==> src/rtl/jtag_shifter.sv <==
// jtag_shifter: shifts up to 8 TDI bits (LSB first) onto a JTAG port and returns the sampled TDO bits.
// Latency: 2*CLKDIV*n CLK cycles from the first LOW cycle to the response for an n-bit command.
// Backpressure: CMD_READY is low while a command or an unconsumed response is outstanding; RESP holds until RSP_READY.
// Ports: CLK/RST; CMD_VALID/CMD_READY/CMD_DATA/CMD_LEN/CMD_TMS/CMD_TMS_LAST command side;
//        RSP_VALID/RSP_READY/RSP_DATA response side; TCK/TDI/TMS/TDO JTAG pins; BUSY status.
module jtag_shifter #(
  parameter int CLKDIV = 4
) (
  input  logic       CLK,
  input  logic       RST,
  input  logic       CMD_VALID,
  output logic       CMD_READY,
  input  logic [7:0] CMD_DATA,
  input  logic [2:0] CMD_LEN,
  input  logic       CMD_TMS,
  input  logic       CMD_TMS_LAST,
  output logic       RSP_VALID,
  input  logic       RSP_READY,
  output logic [7:0] RSP_DATA,
  output logic       TCK,
  output logic       TDI,
  output logic       TMS,
  input  logic       TDO,
  output logic       BUSY
);

  typedef enum logic [1:0] {
    S_IDLE,
    S_LOW,
    S_HIGH,
    S_RESP
  } state_t;

  // Each LOW/HIGH phase lasts RELOAD+1 = CLKDIV cycles.
  localparam logic [7:0] RELOAD = 8'(CLKDIV - 1);

  state_t     r_state;
  logic [7:0] r_cnt;
  logic [2:0] r_bit;
  logic [2:0] r_len;
  logic [7:0] r_data;
  logic       r_tms;
  logic       r_tms_last;

  logic [2:0] w_next_bit;
  assign w_next_bit = r_bit + 3'd1;

  always_ff @(posedge CLK or posedge RST) begin
    if (RST) begin
      r_state    <= S_IDLE;
      r_cnt      <= 8'd0;
      r_bit      <= 3'd0;
      r_len      <= 3'd0;
      r_data     <= 8'd0;
      r_tms      <= 1'b0;
      r_tms_last <= 1'b0;
      TCK        <= 1'b0;
      TDI        <= 1'b0;
      TMS        <= 1'b1;
      RSP_VALID  <= 1'b0;
      RSP_DATA   <= 8'd0;
      CMD_READY  <= 1'b0;
      BUSY       <= 1'b0;
    end else begin
      case (r_state)
        S_IDLE: begin
          if (CMD_VALID && CMD_READY) begin
            r_data     <= CMD_DATA;
            r_len      <= CMD_LEN;
            r_tms      <= CMD_TMS;
            r_tms_last <= CMD_TMS_LAST;
            r_bit      <= 3'd0;
            r_cnt      <= RELOAD;
            RSP_DATA   <= 8'd0;
            TDI        <= CMD_DATA[0];
            // A 1-bit command's only bit is also its last bit.
            TMS        <= (CMD_LEN == 3'd0) ? CMD_TMS_LAST : CMD_TMS;
            CMD_READY  <= 1'b0;
            BUSY       <= 1'b1;
            r_state    <= S_LOW;
          end else begin
            // Also raises READY on the first edge out of reset.
            CMD_READY <= 1'b1;
          end
        end

        S_LOW: begin
          if (r_cnt == 8'd0) begin
            TCK             <= 1'b1;
            RSP_DATA[r_bit] <= TDO;
            r_cnt           <= RELOAD;
            r_state         <= S_HIGH;
          end else begin
            r_cnt <= r_cnt - 8'd1;
          end
        end

        S_HIGH: begin
          if (r_cnt == 8'd0) begin
            TCK   <= 1'b0;
            r_cnt <= RELOAD;
            if (r_bit != r_len) begin
              // Next bit is presented on the falling edge only.
              r_bit   <= w_next_bit;
              TDI     <= r_data[w_next_bit];
              TMS     <= (w_next_bit == r_len) ? r_tms_last : r_tms;
              r_state <= S_LOW;
            end else begin
              // TDI/TMS keep the last-bit values until the next command.
              RSP_VALID <= 1'b1;
              r_state   <= S_RESP;
            end
          end else begin
            r_cnt <= r_cnt - 8'd1;
          end
        end

        S_RESP: begin
          // RSP_VALID is always high here, so RSP_READY alone completes the handshake.
          if (RSP_READY) begin
            RSP_VALID <= 1'b0;
            BUSY      <= 1'b0;
            // Ready on IDLE entry so a waiting command starts one cycle later.
            CMD_READY <= 1'b1;
            r_state   <= S_IDLE;
          end
        end

        default: r_state <= S_IDLE;
      endcase
    end
  end

endmodule

==> config.mk <==
export PLATFORM = sky130hd
export DESIGN_NAME = jtag_shifter
export DESIGN_NICKNAME = d
export VERILOG_FILES = /design/src/rtl/jtag_shifter.sv
export SDC_FILE = /design/constraint.sdc
export NUM_CORES = 1
export LEC_CHECK = 0
export CORE_MARGIN = 8
export CORE_UTILIZATION = 49
export DETAILED_ROUTE_END_ITERATION = 8
export GPL_TIMING_DRIVEN = 0
export PLACE_DENSITY = 0.76
export SETUP_SLACK_MARGIN = 0.05
export SLEW_MARGIN = 20
export SYNTH_ARGS = -nofsm -noshare
export SYNTH_HDL_FRONTEND = slang
export SYNTH_SLANG_ARGS = --single-unit
==> constraint.sdc <==
create_clock -name CLK -period 1.77 [get_ports CLK]
set_input_delay 0.354 -clock CLK [delete_from_list [all_inputs] [get_ports CLK]]
set_output_delay 0.354 -clock CLK [all_outputs]
set_load 0.01 [all_outputs]
==> run metrics <==
Worst-Skew Late Latency=0.30 ns; layout cells sized above 1=0.286; Max Freq=0.503 GHz; Final HPWL DP=3530 µm; Die Area=7050 µm²; NumNets Final=300; crit path launch type=flop; Final Hold Fails=0; Setup WS post-layout=-0.217 ns; post-synth top area share=0.431; CP max FO=5; Synth Instances=220; critical path cell sequence=inv_2 -> ha_4 -> or4b_4 -> nor2_8 -> buf_6 -> nand2_4 -> mux2i_1 -> a221o_1; FFs w/ async S/R, synth=1.00; Syn Std Cell Area=2260 µm²; ant diodes=0; Root Driver=clkbuf_8; R2R setup slack=-0.22 ns; overall power=5140 µW; worst endpoint data arrival time=2.18 ns; Routed Antenna Nets=0; warnings from Yosys=0; Synth area leader=dfrtp_1; # clock sinks=40; die height=84.0 µm; Max-Cap Viols=0; Ports=32; top post-synthesis cells by area=dfrtp_1, mux2_2, ha_1; status=finished with violations; RSZ-0062 raised after global routing=yes; all-layer global routing usage=0.155; power density over cell area=1680 nW/µm²; CTS Buf Count=5; Final setup viols=23; post-DR vias/cell=5.75; count of pins over their slew limit=0; CP endpoint kind=flop; TritonCTS clock tree=done; DR vias=1,887; Pre-antenna DRT Iters=4; DR WL/cell=16.6 µm; slew margin rel.=0.697; post-synth cell types=51; core area=4410 µm²; Area Overhead vs Synth=35.2%; final critical-path required period=1.99 ns; clk slew on worst S/H paths=0.09 ns; largest net degree at the start of global routing=29; CTS H-tree depth=2; WP buf/inv=2; VDD IR max=1.07 mV; failing checks=setup timing; input/output buffers=31; RR Startpoint=r_cnt[0]; Clock Skew=0.0108 ns; Die W=84.0 µm; Hold WC Path Type=input port to asynchronous set/reset pin; Worst Reg-to-Reg Cells=8; Worst Path Required=1.96 ns; Iter 0 DRT Violations=111; Seq/Total Area, Yosys=0.443; Area after DPL=2690 µm²; routed wire length=5460 µm; Syn Nets=245; synthesis-stage register bit count=40; # DRC=0; RR Endpoint=r_bit[1]; ys flop type=dfrtp_1; Synth Area per Inst=10.3 µm²; LEAKAGE=0.00131 µW; pre-CTS setup slack=-0.444 ns; CP Class=flop to flop; vias in the first global route=1,890; worst-margin pin slew=0.454 ns; Clock Path Buffers=2; GP Congestion=0.792; delay of the slowest cell on the worst path=0.51 ns; num rows=24; multi-input logic area=1310 µm²; initial antenna violation count=0; Post-synth EDFFs=0; layout filler cell count=336; Finished Cell Area=3060 µm²; Crit-path slowest cell=or4b_4; Remaining Overflow, GRT=0; first-pass GRT wire length=9090 µm; Initial Util=0.513; Register Area=1000 µm²; fin crit share=1.12; largest delay contributor family on the critical path=simple AND/OR/NAND/NOR gates
==> routing by layer <==
metal / up-vias / track usage / part of all wire
li1: 908 / - / -
met1: 923 / 0.191 / 0.45
met2: 48 / 0.241 / 0.48
met3: 8 / 0.0537 / 0.057
met4: 0 / 0.0628 / 0.015
met5: - / 0 / 0
==> sequential cells by signal, summed over array words and instances (netlist names) <==
name and count:
r_tms_last 1, r_bit 3, TDI 1, r_tms 1, r_cnt 8, r_data 8, TMS 1, r_state 2
TCK 1, BUSY 1, r_len 3, CMD_READY 1, RSP_VALID 1, RSP_DATA 8
==> Yosys cell counts (all sizes together), types with 3 or more instances <==
| master | count |
|---|---|
| a21oi | 7 |
| buf | 4 |
| clkbuf | 7 |
| dfrtp | 39 |
| ha | 7 |
| inv | 12 |
| mux2 | 16 |
| mux2i | 5 |
| nand2 | 12 |
| nand3 | 4 |
| nand4 | 6 |
| nor2 | 19 |
| nor3 | 5 |
| o21a | 4 |
| o21ai | 20 |
| o22ai | 3 |
| o31ai | 3 |
| xor2 | 8 |
==> where the power goes <==
group | internal (µW) | leakage (µW) | total [µW] | switching (µW)
clock network | 317 | 0.0000445 | 654 | 337
logic | 1450 | 0.000762 | 3010 | 1550
registers | 1250 | 0.000503 | 1480 | 234
total | 3020 | 0.00131 | 5140 | 2120
==> placed cells by master (no fill, tap or decap), types with 3 or more instances in the layout <==
master | synthesis | final
a21oi_1 | 7 | 5
buf_4 | 0 | 12
buf_6 | 0 | 7
clkbuf_1 | 7 | 4
clkbuf_8 | 0 | 7
clkdlybuf4s50_1 | 0 | 29
dfrtp_1 | 39 | 39
ha_1 | 7 | 4
inv_1 | 12 | 9
inv_2 | 0 | 3
mux2_2 | 16 | 16
mux2i_1 | 5 | 5
nand2_1 | 12 | 11
nand4_1 | 6 | 6
nor2_1 | 18 | 15
nor2_2 | 0 | 3
nor3_1 | 5 | 5
o21a_1 | 4 | 4
o21ai_0 | 9 | 5
o21ai_1 | 11 | 12
o21ai_2 | 0 | 3
o22ai_1 | 3 | 3
xor2_1 | 8 | 8
==> logic make-up (layout without fill, tap and decap cells) <==
group	Yosys count	in the layout	synth area share
XOR/XNOR	11	11	0.0486
buffers and inverters	23	79	0.0398
adder cells (fa/ha/maj)	7	7	0.0387
multiplexers	23	23	0.122
AND/OR/NAND/NOR	60	60	0.141
AO/OA/AOI/OAI	56	56	0.168
flip-flops	40	40	0.443
==> repair_timing <==
| action | 4_1_cts | 5_1_grt |
|---|---|---|
| endpoints found under the hold margin | 0 | 0 |
| gates resized for setup | 27 | 18 |
| hold buffers | 0 | 0 |
| setup endpoints to repair | 29 | 29 |
| pin swaps | 8 | 13 |
| setup buffers | 10 | 8 |
==> area by class of cell <==
cell class / count / share of cell area
Tap cell: 52 / 0.0212
Inverter: 12 / 0.0147
Timing Repair Buffer: 49 / 0.157
Buffer: 10 / 0.0204
Clock inverter: 1 / 0.00245
Clock buffer: 7 / 0.0282
Sequential cell: 40 / 0.327
Multi-Input combinational cell: 157 / 0.429
==> through the flow <==
step / setup TNS (ns) / utilization / instances / hold slack [ns]
2_1_floorplan: -2.10 / - / 220 / 0.448
3_3_place_gp: -20.11 / 0.606 / 303 / 0.473
4_1_cts: -2.77 / 0.666 / 322 / 0.321
6_report: -3.48 / 0.694 / 328 / 0.314
3_5_place_dp: -6.41 / 0.610 / 304 / 0.484
5_1_grt: -5.23 / 0.694 / 328 / 0.343
==> worst max-delay path by stage <==
stage | startpoint | to | slack [ns] | cells after the start
finish | r_cnt[0] | r_bit[1] | -0.22 | 8
global route | r_cnt[1] | RSP_DATA[0] | -0.30 | 7
CTS | r_cnt[0] | RSP_DATA[2] | -0.19 | 7
detailed placement | CMD_VALID | r_cnt[3] | -0.44 | 6
global placement | CMD_VALID | r_cnt[3] | -0.47 | 6
floorplan | r_cnt[0] | RSP_DATA[0] | -0.17 | 7
(Power assumes the default switching activity.)
